<file path="config.mk">
export PLATFORM = sky130hd
export DESIGN_NAME = ex_div_unit_flat
export DESIGN_NICKNAME = d
export VERILOG_FILES = /design/src/rtl/ex_div_unit_pkg.sv /design/src/rtl/ex_div_unit_if.sv /design/src/rtl/ex_div_unit_sign_fix.sv /design/src/rtl/ex_div_unit.sv /design/src/flat_wrapper.sv
export SDC_FILE = /design/constraint.sdc
export NUM_CORES = 1
export LEC_CHECK = 0
export CELL_PAD_IN_SITES_DETAIL_PLACEMENT = 0
export CELL_PAD_IN_SITES_GLOBAL_PLACEMENT = 1
export CORE_MARGIN = 8
export CORE_UTILIZATION = 42
export DETAILED_ROUTE_END_ITERATION = 8
export PLACE_DENSITY_LB_ADDON = 0.15
export SETUP_SLACK_MARGIN = 0.2
export SLEW_MARGIN = 20
export SYNTH_ARGS = -nofsm -noshare
export SYNTH_HDL_FRONTEND = slang
export SYNTH_SLANG_ARGS = --single-unit
</file>
<file path="constraint.sdc">
create_clock -name clk -period 4.7 [get_ports clk]
set_clock_uncertainty 0.2 [all_clocks]
set_input_delay 0.47 -clock clk [delete_from_list [all_inputs] [get_ports clk]]
set_output_delay 0.47 -clock clk [all_outputs]
set_load 0.02 [all_outputs]
</file>
<file path="src/rtl/ex_div_unit_pkg.sv">
// Shared types and constants for the EX-stage divider.
package ex_div_unit_pkg;

    // Default operand/result width; the iteration count equals this width.
    localparam int DIV_WIDTH = 32;

    // Stall request levels seen by CTRL.
    localparam logic STOP    = 1'b1;
    localparam logic NO_STOP = 1'b0;

    // Divider FSM states (2-bit encoding shared with debug tooling).
    typedef enum logic [1:0] {
        DIV_IDLE = 2'b00,
        DIV_BUSY = 2'b01,
        DIV_ZERO = 2'b10,
        DIV_DONE = 2'b11
    } div_state_e;

endpackage

</file>
<file path="src/rtl/ex_div_unit_if.sv">
// EX <-> divider bundle.
//
// Handshake: the EX stage (master) raises div_start with operands and
// div_signed and keeps all of them stable while stallreq_for_ex is high.
// The divider (slave) holds stallreq_for_ex high until the result is
// ready. It then drops the stall and pulses div_ready for exactly one
// cycle with div_lo/div_hi valid. div_cancel aborts the transaction in any
// cycle: the stall drops in the same cycle and no div_ready follows.
// div_lo/div_hi are only meaningful when div_ready is high.
interface ex_div_unit_if #(parameter int WIDTH = 32);
    logic             div_start;
    logic             div_signed;
    logic             div_cancel;
    logic [WIDTH-1:0] opdata1;
    logic [WIDTH-1:0] opdata2;
    logic             stallreq_for_ex;
    logic             div_ready;
    logic [WIDTH-1:0] div_lo;
    logic [WIDTH-1:0] div_hi;

    modport master (
        output div_start, div_signed, div_cancel, opdata1, opdata2,
        input  stallreq_for_ex, div_ready, div_lo, div_hi
    );

    modport slave (
        input  div_start, div_signed, div_cancel, opdata1, opdata2,
        output stallreq_for_ex, div_ready, div_lo, div_hi
    );
endinterface

</file>
<file path="src/rtl/ex_div_unit_sign_fix.sv">
// Sign handling around an unsigned magnitude divider: absolute values on
// entry, conditional negation of quotient/remainder on exit. Purely
// combinational so a multiplier can reuse it.
module div_sign_fix
    import ex_div_unit_pkg::*;
#(
    parameter int WIDTH = DIV_WIDTH
) (
    input  logic             is_signed,
    input  logic [WIDTH-1:0] op1,
    input  logic [WIDTH-1:0] op2,
    output logic [WIDTH-1:0] op1_abs,
    output logic [WIDTH-1:0] op2_abs,
    output logic             op1_neg,
    output logic             op2_neg,
    input  logic [WIDTH-1:0] quo,
    input  logic [WIDTH-1:0] rem,
    input  logic             quo_neg,
    input  logic             rem_neg,
    output logic [WIDTH-1:0] quo_out,
    output logic [WIDTH-1:0] rem_out
);

    // Entry: a negative operand is only recognised in signed mode. MIN_INT
    // maps onto itself, which is the correct unsigned magnitude.
    always_comb begin
        op1_neg = is_signed & op1[WIDTH-1];
        op2_neg = is_signed & op2[WIDTH-1];
        op1_abs = op1_neg ? (~op1 + 1'b1) : op1;
        op2_abs = op2_neg ? (~op2 + 1'b1) : op2;
    end

    // Exit: restore signs on the unsigned quotient and remainder.
    always_comb begin
        quo_out = quo_neg ? (~quo + 1'b1) : quo;
        rem_out = rem_neg ? (~rem + 1'b1) : rem;
    end

endmodule

</file>
<file path="src/rtl/ex_div_unit.sv">
// Multi-cycle radix-2 restoring divider for the EX stage. Requests a
// pipeline stall while a divide is in flight and releases it in the cycle
// the result is presented with div_ready.
module ex_div_unit
    import ex_div_unit_pkg::*;
#(
    parameter int WIDTH = DIV_WIDTH
) (
    input  logic         clk,
    input  logic         rst,
    ex_div_unit_if.slave bus,
    output div_state_e   dbg_state
);

    localparam int CNT_W = (WIDTH > 1) ? $clog2(WIDTH) : 1;
    localparam logic [CNT_W-1:0] CNT_LAST = CNT_W'(WIDTH - 1);

    div_state_e         state;
    logic [CNT_W-1:0]   cnt;
    // {partial remainder, dividend/quotient} shift register
    logic [2*WIDTH-1:0] acc;
    logic [2*WIDTH-1:0] acc_next;
    logic [WIDTH-1:0]   dvs;
    logic               neg1_q;
    logic               neg2_q;
    logic               ready_q;
    logic [WIDTH-1:0]   lo_q;
    logic [WIDTH-1:0]   hi_q;
    logic               stall;

    logic [WIDTH-1:0]   op1_abs;
    logic [WIDTH-1:0]   op2_abs;
    logic               op1_neg;
    logic               op2_neg;
    logic [WIDTH-1:0]   quo_fix;
    logic [WIDTH-1:0]   rem_fix;

    logic [WIDTH:0]     partial;
    logic [WIDTH-1:0]   trial;
    logic               fits;

    div_sign_fix #(.WIDTH(WIDTH)) u_sign_fix (
        .is_signed (bus.div_signed),
        .op1       (bus.opdata1),
        .op2       (bus.opdata2),
        .op1_abs   (op1_abs),
        .op2_abs   (op2_abs),
        .op1_neg   (op1_neg),
        .op2_neg   (op2_neg),
        .quo       (acc_next[WIDTH-1:0]),
        .rem       (acc_next[2*WIDTH-1:WIDTH]),
        .quo_neg   (neg1_q ^ neg2_q),
        .rem_neg   (neg1_q),
        .quo_out   (quo_fix),
        .rem_out   (rem_fix)
    );

    // One restoring step: shift left, try subtracting the divisor from the
    // WIDTH+1-bit partial remainder, keep the difference if it fits. When it
    // fits the difference is below the divisor, so WIDTH bits hold it.
    always_comb begin
        partial  = acc[2*WIDTH-1:WIDTH-1];
        fits     = (partial >= {1'b0, dvs});
        trial    = partial[WIDTH-1:0] - dvs;
        acc_next = fits ? {trial, acc[WIDTH-2:0], 1'b1}
                        : {acc[2*WIDTH-2:0], 1'b0};
    end

    // Stall request: rises combinationally with a start in IDLE so a
    // back-to-back divide costs no extra bubble; cancel drops it at once.
    always_comb begin
        stall = NO_STOP;
        case (state)
            DIV_IDLE: if (bus.div_start && !bus.div_cancel) stall = STOP;
            DIV_BUSY,
            DIV_ZERO: if (!bus.div_cancel) stall = STOP;
            default:  stall = NO_STOP;
        endcase
    end

    // Divider FSM with counter, shift register and registered results.
    always_ff @(posedge clk) begin
        if (rst) begin
            state   <= DIV_IDLE;
            cnt     <= '0;
            acc     <= '0;
            dvs     <= '0;
            neg1_q  <= 1'b0;
            neg2_q  <= 1'b0;
            ready_q <= 1'b0;
            lo_q    <= '0;
            hi_q    <= '0;
        end else if (bus.div_cancel) begin
            state   <= DIV_IDLE;
            ready_q <= 1'b0;
        end else begin
            case (state)
                DIV_IDLE: begin
                    ready_q <= 1'b0;
                    if (bus.div_start) begin
                        cnt <= '0;
                        if (bus.opdata2 == '0) begin
                            // Keep the raw dividend; it becomes the remainder.
                            acc   <= {{WIDTH{1'b0}}, bus.opdata1};
                            state <= DIV_ZERO;
                        end else begin
                            acc    <= {{WIDTH{1'b0}}, op1_abs};
                            dvs    <= op2_abs;
                            neg1_q <= op1_neg;
                            neg2_q <= op2_neg;
                            state  <= DIV_BUSY;
                        end
                    end
                end
                DIV_BUSY: begin
                    acc <= acc_next;
                    cnt <= cnt + 1'b1;
                    if (cnt == CNT_LAST) begin
                        state   <= DIV_DONE;
                        ready_q <= 1'b1;
                        lo_q    <= quo_fix;
                        hi_q    <= rem_fix;
                    end
                end
                DIV_ZERO: begin
                    state   <= DIV_DONE;
                    ready_q <= 1'b1;
                    lo_q    <= '1;
                    hi_q    <= acc[WIDTH-1:0];
                end
                DIV_DONE: begin
                    state   <= DIV_IDLE;
                    ready_q <= 1'b0;
                end
                default: state <= DIV_IDLE;
            endcase
        end
    end

    assign bus.stallreq_for_ex = stall;
    assign bus.div_ready       = ready_q;
    assign bus.div_lo          = lo_q;
    assign bus.div_hi          = hi_q;
    assign dbg_state           = state;

endmodule

</file>
<file path="src/flat_wrapper.sv">
// flat-port wrapper written by rule: the top's interface ports become plain ports
module ex_div_unit_flat import ex_div_unit_pkg::*;
#(
    parameter int WIDTH = DIV_WIDTH
)
  (clk, rst, dbg_state, bus_div_start, bus_div_signed, bus_div_cancel, bus_opdata1, bus_opdata2, bus_stallreq_for_ex, bus_div_ready, bus_div_lo, bus_div_hi);
  ex_div_unit_if #(.WIDTH(WIDTH)) bus_i ();
  input  logic clk;
  input  logic rst;
  output div_state_e dbg_state;
  input wire logic [$bits(bus_i.div_start)-1:0] bus_div_start;
  input wire logic [$bits(bus_i.div_signed)-1:0] bus_div_signed;
  input wire logic [$bits(bus_i.div_cancel)-1:0] bus_div_cancel;
  input wire logic [$bits(bus_i.opdata1)-1:0] bus_opdata1;
  input wire logic [$bits(bus_i.opdata2)-1:0] bus_opdata2;
  output wire logic [$bits(bus_i.stallreq_for_ex)-1:0] bus_stallreq_for_ex;
  output wire logic [$bits(bus_i.div_ready)-1:0] bus_div_ready;
  output wire logic [$bits(bus_i.div_lo)-1:0] bus_div_lo;
  output wire logic [$bits(bus_i.div_hi)-1:0] bus_div_hi;
  assign bus_i.div_start = bus_div_start;
  assign bus_i.div_signed = bus_div_signed;
  assign bus_i.div_cancel = bus_div_cancel;
  assign bus_i.opdata1 = bus_opdata1;
  assign bus_i.opdata2 = bus_opdata2;
  assign bus_stallreq_for_ex = bus_i.stallreq_for_ex;
  assign bus_div_ready = bus_i.div_ready;
  assign bus_div_lo = bus_i.div_lo;
  assign bus_div_hi = bus_i.div_hi;
  ex_div_unit #(.WIDTH(WIDTH)) u_core (.clk(clk), .rst(rst), .bus(bus_i), .dbg_state(dbg_state));
endmodule
</file>
* Yosys cells after proc, flatten, opt, wreduce, memory -nomap -nowiden
Index checks and enable logic that the tools add are counted.
Operators by class: reductions and logical operators 13, order comparisons 1, muxes and demuxes 23, add/subtract/negate cells 6, equal/unequal tests 6, bitwise logic cells 9
Operator list (count):
- 32-bit two-way mux | 7
- 32-bit by 1-bit adder with 32-bit output, second input constant | 4
- 64-bit two-way mux | 2
- 32-bit NOT | 4
- 32-bit case mux with 2 select lines | 2
- 64-bit case mux with 2 select lines | 1
- 33-bit by 32-bit greater-or-equal comparator with 1-bit output | 1
- 32-bit zero test | 1
- 32-bit subtractor | 1
- 5-bit case mux with 2 select lines | 1
- 2-bit case mux with 4 select lines | 1
- 2-bit two-way mux | 3
- 3-bit AND reduction | 2
- 2-bit OR reduction | 3
- 5-bit by 1-bit adder with 5-bit output, second input constant | 1
- 5-bit equality test, second input constant | 1
- 5-bit two-way mux | 1
- 2-bit equality test, second input constant | 2
- 4-bit AND reduction | 1
- 2-bit nonzero test | 2
- 1-bit two-way mux | 3
- 1-bit case mux with 3 select lines | 1
- 1-bit bitwise AND | 2
- 2-bit by 1-bit equality test with 1-bit output, second input constant | 1
- 9 further kinds | 10
Word-level totals: register bits 170, output and inout bits 68, logic and storage cells 67, bits of input ports 69

* Depth between registers and ports, before layout
depth after elaboration 7, gate-level depth with buffers 25, depth with buffers taken out 19

* Hierarchy
Synthesis repeated with hierarchy kept, for this count alone.
Second synthesis, totals: cells, all modules 1605, area total of the unflattened synthesis 12304.3 um^2
By module, submodules not included:
- ex_div_unit | area an instance 9434.0 um^2, instances 1, cells an instance 1185, seq. area each 3403.3 um^2
- div_sign_fix | area an instance 2870.3 um^2, instances 1, cells an instance 420, seq. area each 0.0 um^2

* Worst setup path after synthesis
OpenSTA, ideal clock, no wires.
kind reg-to-reg, from register u_core.dvs[26], to register u_core.hi_q[30] (netlist: u_core.bus.div_hi[30]), setup time 130 ps, path slack 356 ps, required time 4370 ps, cell stages (with the launch flop) 21, path buffers 4, clock period less this slack 4344 ps, data arrival time 4014 ps, path through dfxtp_1 > inv_1 > ha_1 > buf_2 > nand3_1 > or3_1 > nor4_2 > o21ai_2 > nand2_2 > buf_2 > buf_2 > buf_2 > nand2_1 > o21ai_0 > ha_1 > nand2_1 > nor4_1 > o2111ai_2 > o41ai_2 > xnor2_1 > o22ai_1
On the way: cells in the longest elaborated chain, start to end 7, elaborated cells on any way between the ends 8, those cells by class add/sub: 2; order compare: 1; mux: 4; bitwise: 1
RTL lines:
- from (decl) | line ex_div_unit.sv:23 | logic [WIDTH-1:0] dvs;
- from (signal assigned) | line ex_div_unit.sv:108 | dvs <= op2_abs;
- 32-bit subtractor or 33-bit by 32-bit greater-or-equal comparator with 1-bit output (tied branches) | line ex_div_unit.sv:64, ex_div_unit.sv:63
- 64-bit two-way mux (*) | line ex_div_unit.sv:65 | acc_next = fits ? {trial, acc[WIDTH-2:0], 1'b1}
- 32-bit NOT | line ex_div_unit_sign_fix.sv:36 | rem_out = rem_neg ? (~rem + 1'b1) : rem;
- 32-bit by 1-bit adder with 32-bit output | line ex_div_unit_sign_fix.sv:36
- 32-bit two-way mux (*) | line ex_div_unit_sign_fix.sv:36
- 32-bit two-way mux (*) | line ex_div_unit.sv:118 | if (cnt == CNT_LAST) begin
- 32-bit case mux with 2 select lines (*) | line ex_div_unit.sv:97 | case (state)
- to (signal assigned) | line ex_div_unit.sv:122 | hi_q <= rem_fix;
- to (signal assigned) | line ex_div_unit.sv:129 | hi_q <= acc[WIDTH-1:0];
- to (decl) | line ex_div_unit.sv:28 | logic [WIDTH-1:0] hi_q;
Every way passes the cells marked *; elsewhere a longest branch is shown, timed or not. The select of a mux whose other input is x is not followed. A chain may end at the register's enable or synchronous reset.

* Worst setup path in the final report
from register u_core.acc[38], to register u_core.hi_q[12] (netlist: u_core.bus.div_hi[12])
On the way: cells in the longest elaborated chain, start to end 7, elaborated cells on any way between the ends 8, those cells by class add/sub: 2; order compare: 1; mux: 4; bitwise: 1
RTL lines:
- from (decl) | line ex_div_unit.sv:21 | logic [2*WIDTH-1:0] acc;
- from (signal assigned) | line ex_div_unit.sv:104 | acc <= {{WIDTH{1'b0}}, bus.opdata1};
- from (signal assigned) | line ex_div_unit.sv:107 | acc <= {{WIDTH{1'b0}}, op1_abs};
- from (signal assigned) | line ex_div_unit.sv:116 | acc <= acc_next;
- 32-bit subtractor or 33-bit by 32-bit greater-or-equal comparator with 1-bit output (tied branches) | line ex_div_unit.sv:64, ex_div_unit.sv:63
- 64-bit two-way mux (*) | line ex_div_unit.sv:65
- 32-bit NOT | line ex_div_unit_sign_fix.sv:36
- 32-bit by 1-bit adder with 32-bit output | line ex_div_unit_sign_fix.sv:36
- 32-bit two-way mux (*) | line ex_div_unit_sign_fix.sv:36
- 32-bit two-way mux (*) | line ex_div_unit.sv:118
- 32-bit case mux with 2 select lines (*) | line ex_div_unit.sv:97
Marks and branches as above.

==> metrics list <==
- The pre-antenna-repair detailed-routing pass consisted of 5 iterations.
* Post-route insts no fill: 2045
- DRC errors left: 0
- Number of post-CTS setup repair buffers: 0
- Final Hold Viols: 0
- The synthesized design contains 0 enable-type register cells.
- Last weighted congestion value of the routability-driven placer: 0.921
* DRC violation total after the first TritonRoute iteration: 988
- In the final layout, the multi-input gates occupy 7960 um2.
- Maximum number of pins on one net before global-route repair: 89
* Final wirelength: 40800 um
- Clock network latency to the later pin of the worst-skew pair: 0.44 ns
- The most used flip-flop cell after synthesis is dfxtp_1.
- Mapped cell area: 11900 um2
- Placed cell count: 2014
* Global-route wire length before repair: 63700 um
- Clock-pin slew was measured on the worst setup and hold paths at 0.07 ns.
* Post-DP HPWL: 31200 um
- The cell sitting at the root of the clock tree is a clkbuf_16.
- Total clock sinks: 170
- The total area inside the core boundary comes to 27900 um2.
* Total internal power: 2.59 mW
* Run status: complete, no violations
* Sequential standard cell area: 3400 um2
- The repair_antennas step left the layout with diodes totalling 0.
- Via count of the first global-routing pass: 11300
- Across the run, the number of max-cap violations was 0.
- RSZ-0062 raised after global routing: no
- Commonest non-fill, non-tap cells in the layout: nand2_1 (177), nor2_1 (173), dfxtp_1 (170), clkdlybuf4s50_1 (135), a21oi_1 (121)
* Wire length per cell: 19.9 um
- Pre-CTS setup slack: 0.329 ns
- Derived from the worst setup path, the maximum achievable clock frequency is 236 MHz.
- The die covers 34000 um2.
- Post-route minimum period: 4.24 ns
* Share of the synthesized area in the top cell type: 28.6%
- Average cell area after synthesis: 7.56 um2
* Number of cells produced by synthesis: 1574
* CTS tree: yes
- The setup path with the least slack is of type reg -> reg.
- Buffers inserted during clock tree synthesis total 17.
* Post-synthesis to final-layout area growth: 19.9%
- Required @ worst endpoint: 4.86 ns
* Critical path endpoint category: flop
- The number of antenna violations at the first check in global routing is 0.
- Most area-consuming cells after synthesis: dfxtp_1 (29%), xnor2_1 (6.1%), nand2_1 (5.6%)
* Normalized max-slew margin: 30.7%
* Remaining Overflow, GRT: 0
- Counting along the longest clock path gives a buffer depth of 2.
- Once the floorplan was initialized, standard cells occupied 42.7% of the core.
- Proportion of power drawn by the clock network: 35.2%
* Cell taking the most area after synthesis: dfxtp_1
* Net count after synthesis: 1686
* Final-layout fill cell count: 2758
* Part of the power in registers: 39.1%
- Placement row count: 61
* Sequential fraction of the synthesis area: 28.6%
* Global router's overall resource usage: 23.7%
- The number of pins exceeding their max-slew limit in the final report is 0.
- Worst-case vdd ir drop: 0.000224 V
- Number of top-level pins: 137
- From bottom edge to top edge, the die measures 184 um.
- Vias: 11800
- Net switching power figure: 1.39 mW
* Total placed instance area: 13600 um2
* Post-cts hold buffer count: 0
* Post-route setup slack: 0.456 ns
- Biggest fanout along the worst timing path: 9
- Lkg Pwr: 5.16 nW
- In the synthesized netlist the async set-or-reset flop fraction comes to 0%.
- In this run the remaining antenna-violating nets after routing total 0.
* Final clock period utilization by the worst path: 90.3%
- Yosys warning count: 0
- Number of unique standard cell types used by synthesis: 84
- Net count reported at finish: 1767
* Most frequent standard cell in the layout excluding fill and tap cells: nand2_1
- Layout cells sized above 1: 7.74%
- With fillers left out, the area of the finished cells amounts to 14300 um2.
- Total power after layout: 3.98 mW
- Data on the critical path arrives at its endpoint at 4.40 ns.
* Number of setup violations in the final report: 0
- Total Neg Setup Slack: 0 ns
- Min-delay worst type: reg -> reg
- STA classifies the critical path startpoint as a flop.
- Net switching is 35.0% of the power.
- Horizontal extent of the die: 184 um
- During placement, the flow inserted port buffers numbering 136.
- Flip-flop and latch count after synthesis: 170
- For the pin with the worst max-slew slack, the measured transition is 1.04 ns.
* Via density per instance: 5.78
- Comb pwr share: 25.7%
- Post-CTS repair changed the size of 0 cells.
* Total power density per cell area: 279 nW/um2
* Total number of H-tree levels: 4
-- worst paths after layout --
kind / depth (start not counted) / endpoint / start / slack [ns]
max reg2reg: 18 / u_core.bus.div_hi[12] / u_core.acc[38] / 0.46
max: 18 / u_core.bus.div_hi[12] / u_core.acc[38] / 0.46
min reg2reg: 2 / u_core.cnt[4] / u_core.cnt[4] / 0.26
min: 2 / u_core.cnt[4] / u_core.cnt[4] / 0.26
-- state kept, by name, indices dropped and copies added (netlist names) --
| signal | cells |
|---|---|
| u_core.bus.div_hi | 32 |
| u_core.dvs | 32 |
| u_core.dbg_state | 2 |
| u_core.bus.div_ready | 1 |
| u_core.cnt | 5 |
| u_core.neg2_q | 1 |
| u_core.neg1_q | 1 |
| u_core.bus.div_lo | 32 |
| u_core.acc | 64 |
-- cells in the mapped netlist, types with 18 or more instances --
library cell / count
inv_1: 56
o21ai_0: 65
dfxtp_1: 170
xnor2_1: 83
clkbuf_1: 83
nand3_1: 47
ha_1: 42
xor2_1: 54
a211oi_1: 69
buf_2: 19
a31oi_1: 42
nor3_1: 34
nor4_1: 19
o31ai_1: 22
a21oi_1: 122
o211ai_1: 18
nor2_1: 176
nand2_1: 177
mux2i_1: 22
-- worst max-delay path, stage by stage, from the launching register on --
cell and delay [ns]:
dfxtp_1 0.40, ha_2 0.46, nand4_1 0.25, nor4_1 0.30
nand3_1 0.11, nand3_1 0.14, o21ba_2 0.19, nand2_2 0.10
mux2_2 0.37, inv_1 0.07, ha_2 0.20, nand2_1 0.11
nor2_1 0.12, o2111ai_1 0.15, o21a_1 0.19, o31ai_1 0.29
xor2_1 0.25, nand2_1 0.09, a31oi_1 0.17
-- cell families after synthesis --
group                      after synthesis  synth area share, %
muxes                                   29                 2.51
DFF                                    170                 28.6
adders and majority gates               43                 4.58
and+or+nand+nor                        559                 21.8
AOI/OAI and AO/OA                      471                 27.0
xor gates and xnor gates               137                 10.1
buffers and inverters                  165                 5.47
-- routing by layer --
metal  global-route usage, %  share of wire [%]  vias to the layer above
met4                    6.49                1.9                        0
met5                       0                  0                        -
met2                    36.9                 44                      341
li1                        -                  -                     5849
met3                    3.56                5.2                       43
met1                    33.5                 49                     5579
-- power by group through the flow --
stage | Combinational [mW] | Sequential [mW] | Clock, mW
detailed placement | 0.994 | 1.59 | 0
global route | 1.12 | 1.57 | 1.49
finish | 1.02 | 1.56 | 1.40
global placement | 0.995 | 1.59 | 0
floorplan | 0.654 | 1.58 | 0
CTS | 0.998 | 1.56 | 1.43
-- area by class of cell --
type	instances	share of cell area [%]
Multi-Input combinational cell	1239	55.8
Sequential cell	170	23.8
Timing Repair Buffer	169	11.5
Tap cell	378	3.31
Clock buffer	17	2.98
Inverter	58	1.52
Clock inverter	14	1.03
-- through the flow --
| step | hold WS (ns) | util (%) |
|---|---|---|
| final | 0.262 | 51.3 |
| after global routing | 0.293 | 51.3 |
| after CTS | 0.261 | 51.0 |
| after detailed placement | 0.252 | 48.9 |
| after global placement | 0.241 | 48.9 |
| after floorplan | 0.232 | - |
Power figures use the tool's default switching activity.
